### config.mk
export PLATFORM = sky130hd
export DESIGN_NAME = eu_cache_arbiter
export DESIGN_NICKNAME = d
export VERILOG_FILES = /design/src/rtl/eu_cache_arbiter.sv
export SDC_FILE = /design/constraint.sdc
export NUM_CORES = 1
export LEC_CHECK = 0
export ABC_AREA = 1
export BUFFER_PORTS_ARGS = -buffer_cell sky130_fd_sc_hd__clkbuf_2
export CAP_MARGIN = 30
export CORE_MARGIN = 2
export CORE_UTILIZATION = 35
export CTS_BUF_LIST = sky130_fd_sc_hd__clkbuf_8 sky130_fd_sc_hd__clkbuf_16
export CTS_CLUSTER_DIAMETER = 150
export DETAILED_ROUTE_END_ITERATION = 12
export HOLD_SLACK_MARGIN = 0.05
export PLACE_DENSITY = 0.62
export SLEW_MARGIN = 20
export SYNTH_ARGS = -nofsm -noshare
export SYNTH_HDL_FRONTEND = slang
export SYNTH_SLANG_ARGS = --single-unit
### constraint.sdc
create_clock -name clk -period 6.7 [get_ports clk]
set_clock_uncertainty 0.05 [all_clocks]
set_input_delay 1.34 -clock clk [delete_from_list [all_inputs] [get_ports clk]]
set_output_delay 1.34 -clock clk [all_outputs]
set_load 0.05 [all_outputs]
### src/rtl/eu_cache_arbiter.sv
// eu_cache_arbiter: access controller for the execution-unit operand cache RAM.
// Shares one RAM slot per cycle between the interconnect (writes) and the ALU
// (consuming reads). Tracks per-entry valid/unread state and occupancy,
// back-pressures writes to unread entries, and bounds ALU starvation.
//
// Optional feature macro: EU_CACHE_BYPASS_EN
//   Same-cycle write+read to the same empty entry is forwarded directly from
//   icon_data to the ALU response without touching the RAM.
//
// Ports:
//   clk, reset_n                 clock (rising edge), async active-low reset
//   icon_valid/addr/data         write request        icon_ready (comb)
//   alu_req_valid/addr           read request         alu_req_ready (comb)
//   alu_rsp_valid/hit/data       read response, one cycle after the read grant
//   ram_ce/we/addr/wdata         RAM request (comb), ram_rdata 1-cycle latency
//   occupancy/full/empty         valid unread entry count and its flags
module eu_cache_arbiter #(
   parameter int unsigned DATA_WIDTH   = 16,
   parameter int unsigned IDX_BITS     = 3,
   parameter int unsigned STARVE_LIMIT = 4
) (
   input  logic                  clk,
   input  logic                  reset_n,
   input  logic                  icon_valid,
   input  logic [IDX_BITS-1:0]   icon_addr,
   input  logic [DATA_WIDTH-1:0] icon_data,
   output logic                  icon_ready,
   input  logic                  alu_req_valid,
   input  logic [IDX_BITS-1:0]   alu_req_addr,
   output logic                  alu_req_ready,
   output logic                  alu_rsp_valid,
   output logic [DATA_WIDTH-1:0] alu_rsp_data,
   output logic                  alu_rsp_hit,
   output logic                  ram_ce,
   output logic                  ram_we,
   output logic [IDX_BITS-1:0]   ram_addr,
   output logic [DATA_WIDTH-1:0] ram_wdata,
   input  logic [DATA_WIDTH-1:0] ram_rdata,
   output logic [IDX_BITS:0]     occupancy,
   output logic                  full,
   output logic                  empty
);

   localparam int unsigned ENTRIES = 1 << IDX_BITS;
   localparam int unsigned OCC_W   = IDX_BITS + 1;
   localparam int unsigned CNT_W   = 4;

   logic [ENTRIES-1:0]    valid;
   logic [OCC_W-1:0]      occ_q;
   logic [CNT_W-1:0]      starve_cnt;
   logic                  rsp_valid_q;
   logic                  rsp_hit_q;
   logic                  rsp_byp_q;
   logic [DATA_WIDTH-1:0] byp_data_q;

   logic icon_elig;
   logic alu_elig;
   logic starved;
   logic grant_wr;
   logic grant_rd;
   logic bypass;
   logic rd_hit;

   // Arbitration: icon preferred unless the ALU has been denied STARVE_LIMIT times.
   always_comb begin
      grant_wr  = 1'b0;
      grant_rd  = 1'b0;
      bypass    = 1'b0;
      icon_elig = icon_valid & ~valid[icon_addr];
      alu_elig  = alu_req_valid;
      starved   = (starve_cnt == CNT_W'(STARVE_LIMIT));
      rd_hit    = valid[alu_req_addr];
      if (reset_n) begin
`ifdef EU_CACHE_BYPASS_EN
         // icon_elig already implies the shared entry is not valid
         bypass = icon_elig & alu_elig & (icon_addr == alu_req_addr);
`endif
         if (!bypass) begin
            if (icon_elig && (!alu_elig || !starved)) begin
               grant_wr = 1'b1;
            end else if (alu_elig) begin
               grant_rd = 1'b1;
            end
         end
      end
   end

   // Handshakes and RAM request; everything idles to zero
   always_comb begin
      icon_ready    = grant_wr | bypass;
      alu_req_ready = grant_rd | bypass;
      ram_ce        = grant_wr | grant_rd;
      ram_we        = grant_wr;
      ram_addr      = '0;
      ram_wdata     = '0;
      if (grant_wr) begin
         ram_addr  = icon_addr;
         ram_wdata = icon_data;
      end else if (grant_rd) begin
         ram_addr = alu_req_addr;
      end
   end

   // Entry state, occupancy, starvation counter and response pipeline
   always_ff @(posedge clk or negedge reset_n) begin
      if (!reset_n) begin
         valid       <= '0;
         occ_q       <= '0;
         starve_cnt  <= '0;
         rsp_valid_q <= 1'b0;
         rsp_hit_q   <= 1'b0;
         rsp_byp_q   <= 1'b0;
         byp_data_q  <= '0;
      end else begin
         rsp_valid_q <= grant_rd | bypass;
         rsp_hit_q   <= (grant_rd & rd_hit) | bypass;
         rsp_byp_q   <= bypass;
         if (bypass) begin
            byp_data_q <= icon_data;
         end

         // Write and hit-read never coincide, so occupancy moves by at most one
         if (grant_wr) begin
            valid[icon_addr] <= 1'b1;
            occ_q            <= occ_q + OCC_W'(1);
         end else if (grant_rd && rd_hit) begin
            valid[alu_req_addr] <= 1'b0;
            occ_q               <= occ_q - OCC_W'(1);
         end

         if (grant_rd || bypass) begin
            starve_cnt <= '0;
         end else if (alu_req_valid && (starve_cnt < CNT_W'(STARVE_LIMIT))) begin
            starve_cnt <= starve_cnt + CNT_W'(1);
         end
      end
   end

   assign alu_rsp_valid = rsp_valid_q;
   assign alu_rsp_hit   = rsp_hit_q;
   // RAM data arrives the cycle after the read grant; misses return zero
   assign alu_rsp_data  = rsp_hit_q ? (rsp_byp_q ? byp_data_q : ram_rdata) : '0;
   assign occupancy     = occ_q;
   assign full          = (occ_q == OCC_W'(ENTRIES));
   assign empty         = (occ_q == '0);

endmodule

---- After elaboration in Yosys (flattened, before gate mapping) ----
Cells that the tools add are included.
cells by class
  add/subtract/negate cells ............... 3
  magnitude comparators ................... 5
  equal/unequal tests ..................... 2
  multiplexer cells ....................... 23
  bitwise operators ....................... 7
  reduce and logical (&&, ||, !) cells .... 11
operators with widths
  operator             number
  $mux 16              2
  $mux 4               4
  $mux 8               2
  $mux 1               9
  $add 4x1->4 const B  2
  $and 8x8->8          1
  $lt 3x4->1 const B   2
  $not 8->8            1
  $or 8x8->8           1
  $bmux 1 s3           2
  $demux 1 s3          2
  $ge 3x1->1 const B   2
  $mux 3               2
  $logic_and 1x1->1    5
  $eq 4x3->1 const B   1
  $eq 4x4->1 const B   1
  $logic_not 4->1      1
  $lt 4x3->1 const B   1
  $reduce_bool 2->1    2
  $sub 4x1->4 const B  1
  $and 1x1->1          2
  $logic_not 1->1      2
  $logic_or 1x1->1     1
  $not 1->1            1
  $or 1x1->1           1
word-level totals
  flip-flop bits (word level) ............. 18
  output and inout port bits .............. 47
  word-level logic and storage cells ...... 56

---- Longest topological paths before layout ----
Gate-level depths: netlist of the first run.
  depth after elaboration ................. 10
  depth in mapped cells ................... 18
  gate-level depth less buffers ........... 16

---- Worst setup path before layout of the first run ----
Ideal clock, no wire load.
  path kind ............................... input to output
  from .................................... input icon_addr[0]
  to ...................................... output ram_addr[0]
  arrival ................................. 2977 ps
  required time ........................... 5310 ps
  path slack .............................. 2333 ps
  cell stages on the path ................. 9
  buffers on the path ..................... 2
  cell sequence ........................... buf_2 inv_4 nand2_1 nand3_1 nand2_1 nor2_4 nand3_4 buf_2 o22ai_1
between the ends
  longest elaborated chain between the ends .. 9
RTL lines
  item                          RTL line  text
  start: declaration            25        input logic [IDX_BITS-1:0] icon_addr,
  $bmux 1 s3                    69        icon_elig = icon_valid & ~valid[icon_addr];
  $mux 1 (implied by the code)  69
  $not 1->1                     69
  $and 1x1->1                   69
  $logic_and 1x1->1             79        if (icon_elig && (!alu_elig || !starved)) begin
  $mux 1                        79
  $mux 1                        73        if (reset_n) begin
  $mux 3                        99        end else if (grant_rd) begin
  $mux 3 *                      96        if (grant_wr) begin
  end: declaration              36        output logic [IDX_BITS-1:0] ram_addr,
Mark *: on every way between the ends. The rest lies on a longest branch, timed or not. The select of a mux whose other input is x is not followed.

---- Worst setup path after layout of the first run ----
  from .................................... input icon_addr[0]
  to ...................................... output ram_we
between the ends
  longest elaborated chain between the ends .. 7
RTL lines
  item                          RTL line  text
  $bmux 1 s3                    69
  $mux 1 (implied by the code)  69
  $not 1->1                     69
  $and 1x1->1                   69
  $logic_and 1x1->1             79
  $mux 1                        79
  $mux 1                        73
  end: declaration              35        output logic ram_we,
No other way between the ends. The select of a mux whose other input is x is not followed.

==> impl_metrics.env, run 1 <==
export IMPL_cts_tree="done"
export IMPL_cts_buffers=3
export IMPL_final_util=0.479
export IMPL_gr_max_usage_layer="met2"
export IMPL_critPathCaptureType="primary output"
export IMPL_synth_compound_area_frac=0.109
export IMPL_irDropWorstVdd_uv=195
export IMPL_r2r_slack_ps=4030
export IMPL_tightestPinTransition_ps=545
export IMPL_insertion_delay_ps=260
export IMPL_muxShareOfSynthArea=0
export IMPL_synthSimpleGateAreaFrac=0.362
export IMPL_grt_antenna_before_repair=0
export IMPL_min_from="starve_cnt[3]$_DFFE_PN0P_"
export IMPL_die_w_um=71.3
export IMPL_fin_crit_sh=0.655
export IMPL_io_buffers=88
export IMPL_internal_power_w=0.000318
export IMPL_synth_largest_area_cell="dfrtp_1"
export IMPL_synth_distinct_cells=32
export IMPL_grt_max_degree=38
export IMPL_synth_top_family_by_area="simple AND/OR/NAND/NOR gates"
export IMPL_dr_first_iter_drc_count=63
export IMPL_power_frac_seq=0.289
export IMPL_worstPathArrival_ps=3000
export IMPL_synth_xor_area_share=0.0110
export IMPL_core_um2=4350
export IMPL_yosys_top_cells_area="dfrtp_1 28%, nand2_1 15%, inv_1 13%"
export IMPL_post_synth_cell_area_avg_um2=6.32
export IMPL_fin_tns_setup_ps=0
export IMPL_synth_nets=298
export IMPL_start_util=0.364
export IMPL_slew_headroom=0.637
export IMPL_hold_viol=0
export IMPL_grt_util_met3=0.0323
export IMPL_yosys_warnings=0
export IMPL_worstRegToRegCells=15
export IMPL_whs_endpoint="starve_cnt[3]$_DFFE_PN0P_"
export IMPL_preCtsSetupSlack_ps=2310
export IMPL_dp_hpwl_mm=3.27
export IMPL_grt_use_met2=0.283
export IMPL_clockBufferDepth=2
export IMPL_die_y_um=71.3
export IMPL_cp_startpoint="icon_addr[0]"
export IMPL_whs_path_depth=2
export IMPL_syn_area_um2=1590
export IMPL_ctsResizeCount=0
export IMPL_critPathMaxFanout=37
export IMPL_wirelength_mm=4.01
export IMPL_p_leak_nw=1.40
export IMPL_cts_hold_buf=0
export IMPL_grt_pass1_wl_mm=6.55
export IMPL_power_density_nw_per_um2=321
export IMPL_maxCapViolCount=0
export IMPL_synth_seq_cells=18
export IMPL_outcome="completed"
export IMPL_clkSinkCount=18
export IMPL_cts_root_buf="clkbuf_8"
export IMPL_ant_nets=0
export IMPL_cp_required_ps=5310
export IMPL_final_net_count=381
export IMPL_overflow=0
export IMPL_r2r_end="occupancy[3]$_DFFE_PN0P_"
export IMPL_grt_pass1_vias=1478
export IMPL_max_freq_mhz=228
export IMPL_gr_usage_all_layers=0.159
export IMPL_grt_use_met1=0.195
export IMPL_reg2reg_from="starve_cnt[0]$_DFFE_PN0P_"
export IMPL_h_tree_depth=1
export IMPL_hp_class="register to register"
export IMPL_crit_type="primary input to primary output"
export IMPL_grt_setup_unrepaired="false"
export IMPL_dpl_instance_area_um2=2030
export IMPL_p_comb_frac=0.577
export IMPL_cts_setup_buffers=0
export IMPL_design_area_um2=2080
export IMPL_period_needed_ps=4390
export IMPL_yosysSeqAreaShare=0.284
export IMPL_setup_viol=0
export IMPL_clkPwrFrac=0.135
export IMPL_drc=0
export IMPL_power_switching_w=0.000351
export IMPL_core_rowCount=24
export IMPL_gp_congestion=0.875
export IMPL_slew_viol_final=0
export IMPL_avgRoutedWirePerCell_um=10.4
export IMPL_ios=89
export IMPL_yosysTopAreaCellShare=0.284
export IMPL_drive_above_1_share=0.351
export IMPL_synth_fa_ha_area_frac=0.0442
export IMPL_crit_path_start_kind="primary input"
export IMPL_dieArea_um2=5090
export IMPL_antenna_cells=0
export IMPL_netSwitchingFraction=0.525
export IMPL_via_per_inst=4.52
export IMPL_first_pass_iters=5
export IMPL_area_growth_pct=31.4
export IMPL_vias=1740
export IMPL_synth_cells=251
export IMPL_fin_ws_ps=2310
export IMPL_clkSlewWorstSetupHoldPaths_ps=70
power groups by stage:
stage          logic [W]  registers (W)  clock network, W
3_3_place_gp    0.000387       0.000194                 0
6_report        0.000386       0.000193         0.0000901
5_1_grt         0.000429       0.000201         0.0000995
3_5_place_dp    0.000389       0.000195                 0
4_1_cts         0.000390       0.000193         0.0000929
2_1_floorplan   0.000270       0.000228                 0
state kept, by name (all words and copies together) (netlist names):
name / cells
occupancy: 4
starve_cnt: 4
alu_rsp_valid: 1
valid: 8
alu_rsp_hit: 1
Yosys cell counts, drive strengths merged:
cell and number:
dfrtp 18, nor2 31, nor3 13, o21ai 7, or2 1, ha 4
a21oi 14, inv 63, xnor2 1, nand3 10, clkbuf 2, nand4 4
o31ai 1, nand2 67, a21boi 1, o22ai 3, a211oi 1, buf 8
xor2 1, fa 1
layout by cell type (no fill, tap or decap):
cell type / Yosys / final
nand4_1: 3 / 3
o31ai_1: 1 / 1
nor2_4: 3 / 3
inv_2: 8 / 8
fa_1: 1 / 1
nand2_1: 64 / 64
a21oi_1: 8 / 8
o21ai_1: 3 / 3
o21ai_2: 1 / 1
nand3_1: 9 / 9
nand2_2: 3 / 3
nor2_2: 1 / 1
dfrtp_1: 18 / 18
a211oi_1: 1 / 1
xor2_1: 1 / 1
a21boi_1: 1 / 1
clkbuf_8: 0 / 4
clkbuf_2: 0 / 88
xnor2_1: 1 / 1
nand3_4: 1 / 1
o21ai_0: 3 / 3
o22ai_1: 3 / 3
a21oi_2: 6 / 6
nand4_4: 1 / 1
nor2_1: 27 / 27
inv_4: 1 / 1
inv_1: 54 / 54
or2_1: 1 / 1
nor3_1: 13 / 13
ha_1: 4 / 4
routing by layer:
metal  part of all wire  wire (µm)
met1               0.44       1770
met2               0.46       1850
met3              0.088        353
met4             0.0077         31
met5                  0          0
worst max-delay path, stage by stage:
cell,delay [ps]
clkbuf_2,170
inv_4,130
nand2_1,60
nand3_1,70
nand2_1,80
nor2_4,120
nand3_4,340
inv_2,330
clkbuf_2,330
cell type report:
class                   count  area [µm²]
multi-input cells         160         835
fillers                   450        2270
repair buffers             88         440
flip-flops and latches     18         450
inverters                  63         239
well taps                  52        65.1
clock buffers               4        55.1
through the flow:
stage	std cells	total power [W]	hold WS, ps
after floorplan	251	0.000498	436
after global placement	381	0.000582	456
after detailed placement	381	0.000584	467
after global routing	385	0.000729	517
final	385	0.000669	478
after CTS	385	0.000676	479
cell families (layout without fill, tap and decap cells):
family / after synthesis / in the layout
and+or+nand+nor: 126 / 126
buffers and inverters: 73 / 155
AOI/OAI and AO/OA: 27 / 27
DFF: 18 / 18
adders and majority gates: 5 / 5
xor gates and xnor gates: 2 / 2
how the worst max path moves through the flow:
stage                        endpoint  slack, ps
after floorplan           ram_addr[0]       2330
after global placement         ram_we       2360
after detailed placement       ram_we       2310
after CTS                      ram_we       2310
after global routing           ram_we       2160
final                          ram_we       2310
Power figures use the tool's default switching activity.
==> run 2, diff against run 1 <==
- PLACE_DENSITY: 0.62 -> 0.64
- clock period: 6.7 -> 3.7 ns (I/O delays scaled with it)
==> run 2 against run 1 <==
Effect of this change: final cell count increased by 0.52%; count of clock-buffer cells in the layout unchanged; register-to-register slack got worse by 3000 ps; non-clock buffer count increased by 2; die area unchanged; routed wire length increased by 3.8%; largest power group unchanged.
==> impl_metrics.env, run 2 (synthesized netlist as in run 1, its figures left out) <==
export IMPL_antenna_cells=0
export IMPL_overflow=0
export IMPL_die_w_um=71.3
export IMPL_max_freq_mhz=323
export IMPL_io_buffers=88
export IMPL_power_frac_seq=0.289
export IMPL_cts_tree="done"
export IMPL_period_needed_ps=3090
export IMPL_cts_root_buf="clkbuf_8"
export IMPL_outcome="completed"
export IMPL_grt_setup_unrepaired="false"
export IMPL_avgRoutedWirePerCell_um=10.8
export IMPL_largest_register_ffs=8
export IMPL_clkPwrFrac=0.135
export IMPL_hp_class="primary input to async pin"
export IMPL_first_pass_iters=4
export IMPL_hold_viol=0
export IMPL_cts_buffers=3
export IMPL_area_growth_pct=32.3
export IMPL_via_per_inst=4.59
export IMPL_maxCapViolCount=0
export IMPL_p_comb_frac=0.576
export IMPL_critPathMaxFanout=26
export IMPL_vias=1778
export IMPL_die_y_um=71.3
export IMPL_setup_viol=0
export IMPL_mostFrequentLayoutCells="88 x clkbuf_2, 64 x nand2_1, 54 x inv_1"
export IMPL_dieArea_um2=5090
export IMPL_core_rowCount=24
export IMPL_power_switching_w=0.000639
export IMPL_crit_family="buffers and inverters"
export IMPL_internal_power_w=0.000578
export IMPL_final_net_count=383
export IMPL_final_util=0.482
export IMPL_grt_antenna_before_repair=0
export IMPL_crit_type="primary input to primary output"
export IMPL_fin_tns_setup_ps=0
export IMPL_grt_max_degree=27
export IMPL_ios=89
export IMPL_reg2reg_from="starve_cnt[0]$_DFFE_PN0P_"
export IMPL_ant_nets=0
export IMPL_final_common_cell="clkbuf_2"
export IMPL_crit_path_top_delay_cell="buf_4"
export IMPL_worstPathArrival_ps=2300
export IMPL_crit_buf_inv=4
export IMPL_cp_startpoint="icon_addr[0]"
export IMPL_irDropWorstVdd_uv=329
export IMPL_gr_usage_all_layers=0.164
export IMPL_insertion_delay_ps=260
export IMPL_cts_setup_buffers=0
export IMPL_drive_above_1_share=0.355
export IMPL_grt_pass1_vias=1507
export IMPL_start_util=0.364
export IMPL_slew_viol_final=0
export IMPL_clkSlewWorstSetupHoldPaths_ps=70
export IMPL_clockBufferDepth=2
export IMPL_grt_pass1_wl_mm=6.67
export IMPL_drc=0
export IMPL_power_density_nw_per_um2=580
export IMPL_cts_hold_buf=0
export IMPL_slew_headroom=0.691
export IMPL_regMostFlops="valid"
export IMPL_fin_crit_sh=0.836
export IMPL_h_tree_depth=1
export IMPL_cp_required_ps=2910
export IMPL_ctsResizeCount=0
export IMPL_gp_congestion=0.948
export IMPL_dr_first_iter_drc_count=74
export IMPL_p_leak_nw=1.41
export IMPL_worstPathCellList="clkbuf_2 -> inv_4 -> nand2_1 -> nand3_1 -> nand2_1 -> nor2_4 -> nand3_4 -> buf_4 -> nor2_1 -> clkbuf_2"
export IMPL_tightestPinTransition_ps=464
export IMPL_crit_path_start_kind="primary input"
export IMPL_netSwitchingFraction=0.525
export IMPL_wirelength_mm=4.16
export IMPL_core_um2=4350
export IMPL_dp_hpwl_mm=3.38
export IMPL_critPathCaptureType="primary output"
export IMPL_clkSinkCount=18
export IMPL_cpPeakStageDelay_ps=280
==> run 2: cell types whose count changed in the layout (fill, tap and decap cells not counted) <==
| cell | delta |
|---|---|
| buf_4 | +2 |
==> run 2: worst paths after layout <==
check	endpoint	slack, ps	depth (start not counted)
worst max-delay path	ram_wdata[12]	610	10
worst min-delay path	starve_cnt[0]$_DFFE_PN0P_	320	1
worst max register to register	occupancy[3]$_DFFE_PN0P_	1050	16
worst min register to register	starve_cnt[3]$_DFFE_PN0P_	470	2
max in group asynchronous	valid[0]$_DFFE_PN0P_	2820	2
min in group clk	starve_cnt[3]$_DFFE_PN0P_	470	2
==> run 2: power groups by stage <==
stage	Sequential, W	Combinational, W	Clock [W]
2_1_floorplan	0.000412	0.000490	0
3_3_place_gp	0.000350	0.000704	0
3_5_place_dp	0.000354	0.000706	0
4_1_cts	0.000350	0.000708	0.000169
5_1_grt	0.000368	0.000767	0.000181
6_report	0.000352	0.000701	0.000164
==> run 2: area by class of cell <==
type	instances	area [µm²]
multi-input combinational	160	835
tap	52	65.1
clock buffer	4	55.1
fill	476	2250
inverter	63	239
timing repair buffer	90	455
sequential	18	450
==> run 2: stage by stage <==
| stage | power [W] | setup WS, ps | cells | area (µm²) | hold slack [ps] |
|---|---|---|---|---|---|
| 3_5_place_dp | 0.00106 | 595 | 383 | 2040 | 463 |
| 3_3_place_gp | 0.00105 | 659 | 383 | 2040 | 452 |
| 4_1_cts | 0.00123 | 589 | 387 | 2100 | 321 |
| 2_1_floorplan | 0.000902 | 533 | 251 | 1590 | 394 |
| 6_report | 0.00122 | 608 | 387 | 2100 | 317 |
| 5_1_grt | 0.00132 | 447 | 387 | 2100 | 322 |
==> run 2: worst register-to-register path, cell delays in order, from the launching register on <==
cell and delay [ps]:
dfrtp_1 390, inv_1 60, ha_1 190, nand4_1 110, nand2_1 100, nor2_4 150, nand3_4 260, buf_4 280
ha_1 330, nand2_1 80, nor2_1 40, a211oi_1 220, nand2_1 80, inv_1 50, nand2_1 50, nand3_1 70
nand2_1 50
==> run 2: layer usage <==
layer  vias up  wire length, µm  track usage
met4         0               57       0.0566
li1        922                -            -
met3         4              383       0.0309
met2        70             1960        0.297
met1       782             1760        0.192
met5         -                0            0
==> run 3, diff against run 2 <==
- clock period: 3.7 -> 2.76 ns (I/O delays scaled with it)
==> run 3 against run 2 <==
Effect of this change: final cell count grew 0.78%; setup slack lost 490 ps; worst hold slack lost 200 ps; clock power grew 32%; cell area grew 1.8%; sequential power grew 34%; global-route usage shrank 0.22 points; utilization grew 0.86 points; non-clock buffer count grew 3; power grew 35%; critical path depth shrank 1.
==> impl_metrics.env, run 3 (synthesized netlist as in run 1, its figures left out) <==
export IMPL_outcome="completed"
export IMPL_die_w_um=71.3
export IMPL_cts_setup_buffers=0
export IMPL_io_buffers=88
export IMPL_maxCapViolCount=0
export IMPL_drive_above_1_share=0.361
export IMPL_critPathMaxFanout=15
export IMPL_cts_buffers=3
export IMPL_max_freq_mhz=378
export IMPL_gr_usage_all_layers=0.162
export IMPL_p_leak_nw=1.43
export IMPL_grt_use_met2=0.280
export IMPL_gp_congestion=0.908
export IMPL_largest_register_ffs=8
export IMPL_drc=0
export IMPL_start_util=0.364
export IMPL_cts_root_buf="clkbuf_8"
export IMPL_place_inst=386
export IMPL_slew_viol_final=0
export IMPL_crit_path_start_kind="register"
export IMPL_insertion_delay_ps=250
export IMPL_irDropWorstVdd_uv=500
export IMPL_hp_class="primary input to async pin"
export IMPL_final_common_cell="clkbuf_2"
export IMPL_ios=89
export IMPL_die_y_um=71.3
export IMPL_dieArea_um2=5090
export IMPL_grt_antenna_before_repair=0
export IMPL_dp_hpwl_mm=3.40
export IMPL_preCtsSetupSlack_ps=111
export IMPL_grt_pass1_vias=1561
export IMPL_fin_ws_ps=118
export IMPL_clkSinkCount=18
export IMPL_grt_use_met1=0.199
export IMPL_via_per_inst=4.54
export IMPL_slew_headroom=0.683
export IMPL_setup_viol=0
export IMPL_power_density_nw_per_um2=767
export IMPL_grt_pass1_wl_mm=6.66
export IMPL_design_area_um2=2140
export IMPL_cp_required_ps=2160
export IMPL_vias=1770
export IMPL_core_rowCount=24
export IMPL_dr_first_iter_drc_count=67
export IMPL_avgRoutedWirePerCell_um=10.4
export IMPL_wirelength_mm=4.05
export IMPL_antenna_cells=0
export IMPL_first_pass_iters=4
export IMPL_mostFrequentLayoutCells="73 x clkbuf_2, 64 x nand2_1, 54 x inv_1"
export IMPL_crit_type="register to primary output"
export IMPL_grt_max_degree=18
export IMPL_regMostFlops="valid"
export IMPL_gr_max_usage_layer="met2"
export IMPL_h_tree_depth=1
export IMPL_area_growth_pct=34.7
export IMPL_tightestPinTransition_ps=475
export IMPL_overflow=0
export IMPL_grt_util_met3=0.0323
export IMPL_dpl_instance_area_um2=2070
export IMPL_fin_cells=390
export IMPL_holdWs_ps=118
export IMPL_core_um2=4350
export IMPL_worstPathArrival_ps=2040
export IMPL_clockBufferDepth=2
export IMPL_period_needed_ps=2640
export IMPL_critPathCaptureType="primary output"
export IMPL_final_net_count=386
export IMPL_cts_tree="done"
export IMPL_clkSlewWorstSetupHoldPaths_ps=70
export IMPL_hold_viol=0
export IMPL_ant_nets=0
export IMPL_fin_crit_sh=0.957
export IMPL_fin_tns_setup_ps=0
[run 3: critical path, stage by stage (launching register included)]
cell and delay [ps]:
dfrtp_1 400, inv_1 60, ha_1 190, nand4_1 110, nand2_1 100, nor2_4 150
nand3_4 190, buf_4 230, nor2_1 80, clkbuf_2 280
[run 3: stage by stage]
step | util | power [W]
6_report | 0.491 | 0.00164
5_1_grt | 0.491 | 0.00178
4_1_cts | 0.487 | 0.00165
3_5_place_dp | 0.475 | 0.00143
3_3_place_gp | 0.475 | 0.00143
2_1_floorplan | - | 0.00121
[run 3: layout make-up]
class,count,area [µm²]
fill,451,2220
clock buffer,4,55.1
sequential,18,450
inverter,63,239
tap,52,65.1
multi-input combinational,160,835
timing repair buffer,93,493
[run 3: what timing repair did]
action | 4_1_cts | 5_1_grt
setup endpoints to repair | 0 | 15
gates resized for setup | 0 | 21
hold buffers | 0 | 0
[run 3: worst paths after layout]
kind,slack (ps),startpoint,cells past startpoint,to
worst max-delay path,120,starve_cnt[0]$_DFFE_PN0P_,9,ram_wdata[3]
worst min-delay path,120,reset_n,1,occupancy[0]$_DFFE_PN0P_
worst max register to register,360,starve_cnt[0]$_DFFE_PN0P_,15,occupancy[3]$_DFFE_PN0P_
worst min register to register,480,starve_cnt[3]$_DFFE_PN0P_,2,starve_cnt[3]$_DFFE_PN0P_
max in group asynchronous,2090,reset_n,2,valid[4]$_DFFE_PN0P_
min in group clk,480,starve_cnt[3]$_DFFE_PN0P_,2,starve_cnt[3]$_DFFE_PN0P_
[run 3: layer usage]
layer / vias to the layer above / wire length (µm)
met5: - / 0
met4: 0 / 55
met3: 4 / 460
met2: 79 / 1870
met1: 761 / 1670
li1: 926 / -
[run 3: power breakdown]
part           switching (W)  leakage, nW  internal [W]
clock network      0.0000901       0.0288      0.000127
logic               0.000664         1.17      0.000286
registers           0.000100        0.227      0.000372
